**src/rtl/polaris_pkg.sv**
```systemverilog
// polaris_pkg: opcodes, instruction class codes and the bubble word shared by the decode stage.
// No ports. decode_class maps a 7-bit major opcode to its class code. The
// 32-bit word opcodes are only recognised when rv64 is set.
package polaris_pkg;

    localparam logic [6:0] OPC_OP_IMM    = 7'b0010011;
    localparam logic [6:0] OPC_OP        = 7'b0110011;
    localparam logic [6:0] OPC_LUI       = 7'b0110111;
    localparam logic [6:0] OPC_AUIPC     = 7'b0010111;
    localparam logic [6:0] OPC_JAL       = 7'b1101111;
    localparam logic [6:0] OPC_JALR      = 7'b1100111;
    localparam logic [6:0] OPC_BRANCH    = 7'b1100011;
    localparam logic [6:0] OPC_LOAD      = 7'b0000011;
    localparam logic [6:0] OPC_STORE     = 7'b0100011;
    localparam logic [6:0] OPC_OP_IMM_32 = 7'b0011011;
    localparam logic [6:0] OPC_OP_32     = 7'b0111011;

    // ADDI x0,x0,0
    localparam logic [31:0] BUBBLE_INSN = 32'h00000013;

    typedef enum logic [3:0] {
        CLS_OP_IMM    = 4'd0,
        CLS_OP        = 4'd1,
        CLS_LUI       = 4'd2,
        CLS_AUIPC     = 4'd3,
        CLS_JAL       = 4'd4,
        CLS_JALR      = 4'd5,
        CLS_BRANCH    = 4'd6,
        CLS_LOAD      = 4'd7,
        CLS_STORE     = 4'd8,
        CLS_OP_IMM_32 = 4'd9,
        CLS_OP_32     = 4'd10,
        CLS_ILLEGAL   = 4'd15
    } cls_e;

    function automatic cls_e decode_class(input logic [6:0] opc, input logic rv64);
        return opc == OPC_OP_IMM            ? CLS_OP_IMM    :
               opc == OPC_OP                ? CLS_OP        :
               opc == OPC_LUI               ? CLS_LUI       :
               opc == OPC_AUIPC             ? CLS_AUIPC     :
               opc == OPC_JAL               ? CLS_JAL       :
               opc == OPC_JALR              ? CLS_JALR      :
               opc == OPC_BRANCH            ? CLS_BRANCH    :
               opc == OPC_LOAD              ? CLS_LOAD      :
               opc == OPC_STORE             ? CLS_STORE     :
               rv64 && opc == OPC_OP_IMM_32 ? CLS_OP_IMM_32 :
               rv64 && opc == OPC_OP_32     ? CLS_OP_32     :
                                              CLS_ILLEGAL;
    endfunction

endpackage

```
**src/rtl/stage_d_p_imm_gen.sv**
```systemverilog
// imm_gen: extracts the I/S/B/U/J immediate of an instruction and sign-extends it to XLEN.
// Ports: ir_i (instruction word), cls_i (decoded class), imm_o (XLEN-bit immediate;
// zero for register-register and illegal classes).
module imm_gen
    import polaris_pkg::*;
#(
    parameter int XLEN = 64
) (
    input  logic [31:0]     ir_i,
    input  cls_e            cls_i,
    output logic [XLEN-1:0] imm_o
);

    logic [31:0] i_imm, s_imm, b_imm, u_imm, j_imm, imm32;

    assign i_imm = {{20{ir_i[31]}}, ir_i[31:20]};
    assign s_imm = {{20{ir_i[31]}}, ir_i[31:25], ir_i[11:7]};
    assign b_imm = {{19{ir_i[31]}}, ir_i[31], ir_i[7], ir_i[30:25], ir_i[11:8], 1'b0};
    assign u_imm = {ir_i[31:12], 12'b0};
    assign j_imm = {{11{ir_i[31]}}, ir_i[31], ir_i[19:12], ir_i[20], ir_i[30:21], 1'b0};

    assign imm32 = (cls_i inside {CLS_OP_IMM, CLS_OP_IMM_32, CLS_JALR, CLS_LOAD}) ? i_imm :
                   cls_i == CLS_STORE                                          ? s_imm :
                   cls_i == CLS_BRANCH                                         ? b_imm :
                   (cls_i inside {CLS_LUI, CLS_AUIPC})                         ? u_imm :
                   cls_i == CLS_JAL                                            ? j_imm :
                                                                                 32'd0;

    // Every format already carries IR[31] in bit 31, so a signed widen finishes the job.
    assign imm_o = XLEN'($signed(imm32));

endmodule

```
**src/rtl/stage_d_p.sv**
```systemverilog
// stage_d_p: decode stage holding the instruction register and PC and decoding them combinationally.
// Ports: clk_i/reset_ni (clock, async active-low reset); f_ack_i/f_dat_i/f_pc_i (fetch word);
// d_rdy_o (fetch word accepted); e_rdy_i (execute accepts); r_dat1_i/r_dat2_i (register-file
// read data); d_* outputs (decoded fields, operands, class and illegal flag of the held IR).
module stage_d_p
    import polaris_pkg::*;
#(
    parameter int          XLEN   = 64,
    parameter logic [31:0] BUBBLE = BUBBLE_INSN
) (
    input  logic            clk_i,
    input  logic            reset_ni,
    input  logic            f_ack_i,
    input  logic [31:0]     f_dat_i,
    input  logic [XLEN-1:0] f_pc_i,
    output logic            d_rdy_o,
    input  logic            e_rdy_i,
    output logic            d_valid_o,
    output logic [4:0]      d_rs1_o,
    output logic [4:0]      d_rs2_o,
    input  logic [XLEN-1:0] r_dat1_i,
    input  logic [XLEN-1:0] r_dat2_i,
    output logic [4:0]      d_rd_o,
    output logic [XLEN-1:0] d_vs1_o,
    output logic [XLEN-1:0] d_vs2_o,
    output logic [XLEN-1:0] d_imm_o,
    output logic [XLEN-1:0] d_sdat_o,
    output logic [3:0]      d_class_o,
    output logic [2:0]      d_fn3_o,
    output logic            d_alt_o,
    output logic            d_w32_o,
    output logic            d_illegal_o
);

    logic [31:0]     ir_q, ir_d;
    logic [XLEN-1:0] pc_q, pc_d;
    logic            valid_q, valid_d;
    cls_e            cls;
    logic [4:0]      rs1, rs2;
    logic [XLEN-1:0] rs1_dat, rs2_dat, imm;
    logic            shift_imm;

    assign d_rdy_o = e_rdy_i;

    assign ir_d    = e_rdy_i ? (f_ack_i ? f_dat_i : BUBBLE) : ir_q;
    assign pc_d    = e_rdy_i ? f_pc_i : pc_q;
    assign valid_d = e_rdy_i ? f_ack_i : valid_q;

    always_ff @(posedge clk_i or negedge reset_ni) begin
        if (!reset_ni) begin
            ir_q    <= BUBBLE;
            pc_q    <= '0;
            valid_q <= 1'b0;
        end else begin
            ir_q    <= ir_d;
            pc_q    <= pc_d;
            valid_q <= valid_d;
        end
    end

    assign cls = decode_class(ir_q[6:0], XLEN == 64);

    imm_gen #(.XLEN(XLEN)) u_imm_gen (
        .ir_i  (ir_q),
        .cls_i (cls),
        .imm_o (imm)
    );

    // Classes without a source operand (and ILLEGAL) report address 0.
    assign rs1 = (cls inside {CLS_OP_IMM, CLS_OP, CLS_JALR, CLS_BRANCH, CLS_LOAD,
                              CLS_STORE, CLS_OP_IMM_32, CLS_OP_32}) ? ir_q[19:15] : 5'd0;
    assign rs2 = (cls inside {CLS_OP, CLS_BRANCH, CLS_STORE, CLS_OP_32}) ? ir_q[24:20] : 5'd0;

    // x0 always reads as zero, whatever the register file returns.
    assign rs1_dat = rs1 == 5'd0 ? '0 : r_dat1_i;
    assign rs2_dat = rs2 == 5'd0 ? '0 : r_dat2_i;

    // SLLI/SRLI/SRAI (fn3 001/101) carry the arithmetic-shift select in IR[30].
    assign shift_imm = (cls inside {CLS_OP_IMM, CLS_OP_IMM_32}) && ir_q[13:12] == 2'b01;

    assign d_valid_o   = valid_q;
    assign d_rs1_o     = rs1;
    assign d_rs2_o     = rs2;
    assign d_rd_o      = (cls inside {CLS_BRANCH, CLS_STORE, CLS_ILLEGAL}) ? 5'd0 : ir_q[11:7];
    assign d_imm_o     = imm;
    assign d_vs1_o     = cls == CLS_LUI                         ? '0   :
                         (cls inside {CLS_AUIPC, CLS_JAL})      ? pc_q : rs1_dat;
    assign d_vs2_o     = (cls inside {CLS_OP, CLS_OP_32, CLS_BRANCH}) ? rs2_dat : imm;
    assign d_sdat_o    = cls == CLS_STORE ? rs2_dat : '0;
    assign d_class_o   = cls;
    assign d_fn3_o     = ir_q[14:12];
    assign d_alt_o     = ((cls inside {CLS_OP, CLS_OP_32}) || shift_imm) && ir_q[30];
    assign d_w32_o     = cls inside {CLS_OP_IMM_32, CLS_OP_32};
    // A bubble never raises illegal, even if BUBBLE is overridden with an odd word.
    assign d_illegal_o = cls == CLS_ILLEGAL && valid_q;

endmodule

```
**config.mk**
```make
export PLATFORM = sky130hd
export DESIGN_NAME = stage_d_p
export DESIGN_NICKNAME = d
export VERILOG_FILES = /design/src/rtl/polaris_pkg.sv /design/src/rtl/stage_d_p_imm_gen.sv /design/src/rtl/stage_d_p.sv
export SDC_FILE = /design/constraint.sdc
export NUM_CORES = 1
export LEC_CHECK = 0
export ABC_AREA = 1
export CORE_AREA = 2 2 201 203
export CTS_BUF_LIST = sky130_fd_sc_hd__clkbuf_8 sky130_fd_sc_hd__clkbuf_16
export DETAILED_ROUTE_END_ITERATION = 12
export DIE_AREA = 0 0 203 205
export DONT_BUFFER_PORTS = 1
export PLACE_DENSITY = 0.3
export SYNTH_ARGS = -nofsm -noshare
export SYNTH_HDL_FRONTEND = slang
export SYNTH_SLANG_ARGS = --single-unit
export TNS_END_PERCENT = 1
```
**constraint.sdc**
```tcl
create_clock -name clk_i -period 4.8 [get_ports clk_i]
set_clock_uncertainty 0.05 [all_clocks]
set_input_delay 0.96 -clock clk_i [delete_from_list [all_inputs] [get_ports clk_i]]
set_output_delay 0.96 -clock clk_i [all_outputs]
set_load 0.005 [all_outputs]
```
== Word level (Yosys, flattened, before mapping) ==
Cells that the tools add are included.

* Add/sub/neg operators: 0
* $mul: 0
* Div/mod/pow operators: 0
* $lt $le $gt $ge: 0
* Equal/unequal tests: 23
* Shifts and indexed selects: 0
* Muxes and demuxes: 26
* Bitwise gates (word level): 0
* Reduce and logical (&&, ||, !) cells: 17

{| class="wikitable"
|+ Operators by type and width
! kind !! count
|-
| $mux 64 || 6
|-
| $mux 32 || 6
|-
| $mux 4 || 8
|-
| $eq 7x6->1 const B || 4
|-
| $eq 7x5->1 const B || 3
|-
| $eq 7x7->1 const B || 3
|-
| $eq 4x3->1 const B || 4
|-
| $eq 4x4->1 const B || 4
|-
| $mux 5 || 3
|-
| $logic_not 5->1 || 2
|-
| $reduce_bool 2->1 || 5
|-
| $mux 3 || 3
|-
| $eq 4x2->1 const B || 2
|-
| $reduce_bool 4->1 || 2
|-
| $reduce_bool 8->1 || 1
|-
| $eq 7x2->1 const B || 1
|-
| $reduce_bool 3->1 || 2
|-
| $eq 4x1->1 const B || 1
|-
| $logic_not 4->1 || 1
|-
| $logic_and 1x1->1 || 3
|-
| $eq 2x1->1 const B || 1
|-
| $logic_or 1x1->1 || 1
|}

* Register bits: 97
* Bits in latches: 0
* Bits in writable memories: 0
* Memory bits (read-only): 0
* Input port bits: 228
* Output and inout bits: 283
* Logic and storage cells: 69
* Memories kept: 0

== Longest topological paths before layout ==
Gate-level depths: netlist of the first run.

* Depth after elaboration: 19
* Gate-level depth with buffers: 12
* Gate-level depth less buffers: 11

== Cells and area by module ==
A second synthesis of the first run with hierarchy kept.

* Cells, all modules: 1288
* Area total of the unflattened synthesis: 7618.6 µm²

{| class="wikitable"
|+ By module, submodules not included
! module !! times used !! cells each !! area an instance (µm²) !! seq. area each (µm²)
|-
| stage_d_p || 1 || 1040 || 6433.7 || 2431.1
|-
| imm_gen || 1 || 248 || 1184.9 || 0.0
|}

== Worst setup path after synthesis of the first run ==
OpenSTA, ideal clock, no wires.

* Path kind: register to output
* From: register ir_q[4]
* To: output d_imm_o[32]
* Arrival: 2.126 ns
* Required time: 3.790 ns
* Slack: 1.664 ns
* Cell stages (with the launch flop): 9
* Path buffers: 1
* Cell sequence: dfstp_2 > inv_2 > nor2_2 > nand2_1 > a21oi_1 > nor2_1 > nand4_1 > and2_1 > buf_4

* Longest elaborated chain between the ends: 18
* Elaborated cells between the ends (all ways): 38
* Those cells by class: eq/ne (19); mux (16); reduce/logical (3)

{| class="wikitable"
|+ Ends and longest elaborated chain
! element !! line !! RTL
|-
| start, declared || stage_d_p.sv:35 || <nowiki>logic [31:0] ir_q, ir_d;</nowiki>
|-
| start signal, assigned || stage_d_p.sv:55 || <nowiki>ir_q <= ir_d;</nowiki>
|-
| $eq 7x6->1 || polaris_pkg.sv:47 || <nowiki>rv64 && opc == OPC_OP_32 ? CLS_OP_32 :</nowiki>
|-
| $mux 3 || polaris_pkg.sv:47 ||
|-
| $mux 3 || polaris_pkg.sv:46 || <nowiki>rv64 && opc == OPC_OP_IMM_32 ? CLS_OP_IMM_32 :</nowiki>
|-
| $mux 3 || polaris_pkg.sv:45 || <nowiki>opc == OPC_STORE ? CLS_STORE :</nowiki>
|-
| $mux 4 || polaris_pkg.sv:44 || <nowiki>opc == OPC_LOAD ? CLS_LOAD :</nowiki>
|-
| $mux 4 || polaris_pkg.sv:43 || <nowiki>opc == OPC_BRANCH ? CLS_BRANCH :</nowiki>
|-
| $mux 4 || polaris_pkg.sv:42 || <nowiki>opc == OPC_JALR ? CLS_JALR :</nowiki>
|-
| $mux 4 || polaris_pkg.sv:41 || <nowiki>opc == OPC_JAL ? CLS_JAL :</nowiki>
|-
| (+2 left out) || n/a ||
|-
| $mux 4 || polaris_pkg.sv:38 || <nowiki>opc == OPC_OP ? CLS_OP :</nowiki>
|-
| $mux 4 (*) || polaris_pkg.sv:37 || <nowiki>return opc == OPC_OP_IMM ? CLS_OP_IMM :</nowiki>
|-
| $eq 4x3->1 / $eq 4x2->1 (equally long branches) || stage_d_p_imm_gen.sv:26, stage_d_p_imm_gen.sv:25 ||
|-
| $mux 32 / $reduce_bool 2->1 (equally long branches) || stage_d_p_imm_gen.sv:26, stage_d_p_imm_gen.sv:25 ||
|-
| $mux 32 || stage_d_p_imm_gen.sv:25 || <nowiki>(cls_i inside {CLS_LUI, CLS_AUIPC}) ? u_imm :</nowiki>
|-
| $mux 32 || stage_d_p_imm_gen.sv:24 || <nowiki>cls_i == CLS_BRANCH ? b_imm :</nowiki>
|-
| $mux 32 || stage_d_p_imm_gen.sv:23 || <nowiki>cls_i == CLS_STORE ? s_imm :</nowiki>
|-
| $mux 32 (*) || stage_d_p_imm_gen.sv:22 || <nowiki>assign imm32 = (cls_i inside {CLS_OP_IMM, CLS_OP_IMM_32, CLS_JALR, CLS_LOAD}) ? i_imm :</nowiki>
|-
| end, declared || stage_d_p.sv:26 || <nowiki>output logic [XLEN-1:0] d_imm_o,</nowiki>
|}

Every way passes the cells marked *; elsewhere a longest branch is shown, timed or not.

== Worst setup path in the final report of the first run ==
* From: register ir_q[1]
* To: output d_vs2_o[42]

* Longest elaborated chain between the ends: 19
* Elaborated cells between the ends (all ways): 46
* Those cells by class: eq/ne (21); mux (19); reduce/logical (6)

{| class="wikitable"
|+ Ends and longest elaborated chain
! element !! line !! RTL
|-
| $eq 7x6->1 || polaris_pkg.sv:47 ||
|-
| $mux 3 || polaris_pkg.sv:47 ||
|-
| $mux 3 || polaris_pkg.sv:46 ||
|-
| $mux 3 || polaris_pkg.sv:45 ||
|-
| $mux 4 || polaris_pkg.sv:44 ||
|-
| $mux 4 || polaris_pkg.sv:43 ||
|-
| $mux 4 || polaris_pkg.sv:42 ||
|-
| $mux 4 || polaris_pkg.sv:41 ||
|-
| (+3 left out) || n/a ||
|-
| $mux 4 (*) || polaris_pkg.sv:37 ||
|-
| $eq 4x3->1 / $eq 4x2->1 (equally long branches) || stage_d_p_imm_gen.sv:26, stage_d_p_imm_gen.sv:25 ||
|-
| $mux 32 / $reduce_bool 2->1 (equally long branches) || stage_d_p_imm_gen.sv:26, stage_d_p_imm_gen.sv:25 ||
|-
| $mux 32 || stage_d_p_imm_gen.sv:25 ||
|-
| $mux 32 || stage_d_p_imm_gen.sv:24 ||
|-
| $mux 32 || stage_d_p_imm_gen.sv:23 ||
|-
| $mux 32 || stage_d_p_imm_gen.sv:22 ||
|-
| $mux 64 (*) || stage_d_p.sv:88 || <nowiki>assign d_vs2_o = (cls inside {CLS_OP, CLS_OP_32, CLS_BRANCH}) ? rs2_dat : imm;</nowiki>
|-
| end, declared || stage_d_p.sv:25 || <nowiki>output logic [XLEN-1:0] d_vs2_o,</nowiki>
|}

Marks and branches as above.

==> run_results.csv, run 1 <==
group,metric,value,unit
finish,area_growth,5.589,%
place,dpl_cell_area,6955,µm²
setup_path,crit_required,3.79,ns
route,viasPerCell,4.291,
timing,setup_viol,0,
timing,grt_setup_unrepaired,"false",
route,drc,0,
global_route,antenna_found_initial,6,
clock_tree,cts_resized,0,
timing,period_needed,4.135,ns
synth,yosys_warnings,0,
worst_hold_path,hp-class,"primary input to async pin",
timing,period_share,0.8614,
clock_tree,postCtsHoldBufs,0,
timing,hold_viol,0,
synth,ys_top_cells_by_count,"610 x nand2_1, 109 x nor2_1, 94 x dfrtp_1",
route,routedWlPerCell,21.49,µm
die,core_area,39370,µm²
synth,yosysSeqAreaShare,0.3549,
global_route,grt_max_degree,98,
timing,fin_tns_setup,0,ns
global_route,grt_use_total,0.1586,
die,die_x,203,µm
synth,netlist_instances,1126,
power,power_leakage,3.663,nW
timing,slew_violations,0,
finish,area.sequential,2431,µm²
clock_tree,clkSinkCount,97,
synth,synth.ff_latch_count,97,
global_route,grt.overflow.total,0,
setup_path,start_kind,"flip-flop",
synth,post-synth-top-count-cell,"nand2_1",
setup_path,crit_fanout,66,
route,wirelength,33850,µm
setup_path,crit_path_end_kind,"primary output",
finish,fillCellCount,4626,
synth,synthFlopType,"dfrtp_1",
clock_tree,cts.path.max_buffers,2,
place,port_buffers,0,
die,rows,73,
power,peakVddDrop,160.4,µV
timing,tightest_slew,0.9385,ns
clock_tree,cts_tree,"done",
route,ant_nets,0,
finish,post-route-util,0.1837,
clock_tree,clkTransAtPathRegs,0.08,ns
synth,synth.largest_area_cell,"dfrtp_1",
synth,yosysTopAreaCellShare,0.3434,
clock_tree,cts_buffers,9,
timing,slew_headroom,0.3696,
die,die_h,205,µm
clock_tree,ctsHtreeMaxLevel,3,
die,start_util,0.1740,
global_route,grt_pass1_vias,6738,
synth,synthDistinctLibCells,30,
clock_tree,insertion_delay,0.37,ns
setup_path,crit_arrival,3.12,ns
route,vias,6758,
timing,fmaxAchievable,241.9,MHz
synth,synthArstFlopShare,1.000,
synth,syn-num-nets,1354,
synth,netlist_area,6850,µm²
power,total_power,2.158,mW
finish,fin_area,7233,µm²
global_route,grt_pass1_wl,47510,µm
synth,avgSynthCellArea,6.084,µm²
route,dr.pass1.iters,5,
synth,yosys-top-cells-area,"dfrtp_1 34%, nand2_1 33%, nor2_1 6.0%",
die,io_pins,511,
clock_tree,cts_root_buffer,"clkbuf_16",
finish,drive_above_1_share,0.04306,
setup_path,path_class,"flip-flop to primary output",
route,drt_iter0_markers,448,
outcome,status,"complete, no violations",
place,hpwlAfterDp,25880,µm
synth,synth_edf_count,0,
die,die_area,41620,µm²
finish,multi_input_area,3621,µm²
flow_run,drv_cap,0,
finish,nets,1268,
clock_tree,post-cts-setup-buffers,0,
place,gp_congestion,0.8215,
power,p_per_area,298.3,nW/µm²
-- cell type report --
| type | instances | area share |
|---|---|---|
| Antenna cell | 5 | 0.001730 |
| Clock buffer | 9 | 0.03114 |
| Clock inverter | 7 | 0.005535 |
| Inverter | 41 | 0.02128 |
| Multi-Input combinational cell | 882 | 0.5006 |
| Sequential cell | 97 | 0.3361 |
| Tap cell | 525 | 0.09081 |
| Timing Repair Buffer | 9 | 0.01280 |
-- critical path: stages (launching register included) --
cell	delay, ns
dfstp_2	0.56
nand2_2	0.11
nor2_2	0.22
nand2_2	0.08
buf_4	0.32
nand2_1	0.18
inv_1	0.16
nand4_1	0.16
nand3_2	0.58
nand2_1	0.36
-- report_power, final --
part | total, mW | internal [mW] | switching [mW] | leakage, nW
Clock | 0.728 | 0.350 | 0.378 | 0.142
Sequential | 0.934 | 0.888 | 0.0468 | 1.20
Combinational | 0.495 | 0.118 | 0.376 | 2.32
Total | 2.16 | 1.36 | 0.801 | 3.66
-- metrics by stage --
step | hold WS, ns | setup WS, ns | instances
after floorplan | 0.3922 | 1.664 | 1126
after global placement | 0.4041 | 0.9712 | 1554
after detailed placement | 0.4088 | 0.9789 | 1554
after CTS | 0.1906 | 0.5481 | 1570
after global routing | 0.1969 | 0.3183 | 1574
final | 0.2220 | 0.6654 | 1575
-- sequential cells by signal (all words and copies together), names as in the netlist --
register / flops
pc_q: 64
ir_q: 32
d_valid_o: 1
-- cell usage in the layout (no fill, tap or decap), types with 2 or more instances in the layout --
cell | netlist | final
o21ai_1 | 2 | 2
buf_4 | 50 | 7
dfrtp_1 | 94 | 94
inv_1 | 35 | 36
a21oi_1 | 4 | 4
o22a_1 | 2 | 2
clkbuf_16 | 0 | 9
diode_2 | 0 | 5
inv_6 | 0 | 2
inv_2 | 6 | 7
o31ai_1 | 2 | 2
nand4_1 | 3 | 3
buf_12 | 0 | 2
o21ai_0 | 44 | 44
dfstp_2 | 3 | 3
clkinv_2 | 0 | 3
nand2_2 | 3 | 4
nor2_2 | 2 | 3
nor2_1 | 109 | 108
a22o_1 | 2 | 2
nand3_1 | 78 | 78
nand2_1 | 610 | 608
nor3_1 | 2 | 2
nand3b_1 | 11 | 11
a31oi_1 | 2 | 2
-- routing by layer --
metal,wire [µm],part of all wire,global-route usage,up-vias
li1,-,-,-,3251
met1,12990,0.38,0.1755,3131
met2,16920,0.50,0.2823,335
met3,2827,0.084,0.04534,37
met4,1087,0.032,0.07039,4
met5,26,0.00077,0,-
-- logic make-up after synthesis --
| kind of cell | after synthesis | share of synthesized area |
|---|---|---|
| compound gates | 61 | 0.05078 |
| buf+inv | 147 | 0.1185 |
| flops | 97 | 0.3549 |
| simple gates | 821 | 0.4758 |
-- final timing paths --
check | slack (ns) | startpoint | end | cells after the start
worst max-delay path | 0.67 | ir_q[1] | d_vs2_o[42] | 9
worst min-delay path | 0.22 | reset_ni | pc_q[12] | 0
worst max register to register | 3.85 | ir_q[12] | ir_q[12] | 1
worst min register to register | 0.42 | pc_q[46] | pc_q[46] | 2
max in group asynchronous | 4.19 | reset_ni | ir_q[4] | 0
min in group clk_i | 0.42 | pc_q[46] | pc_q[46] | 2
(Power assumes the default switching activity.)
==> run 2, diff against run 1 <==
- GPL_ROUTABILITY_DRIVEN: default -> 0
==> results of run 2 <==
Same layout as run 1: the final DEF is identical, and so are final timing and power.
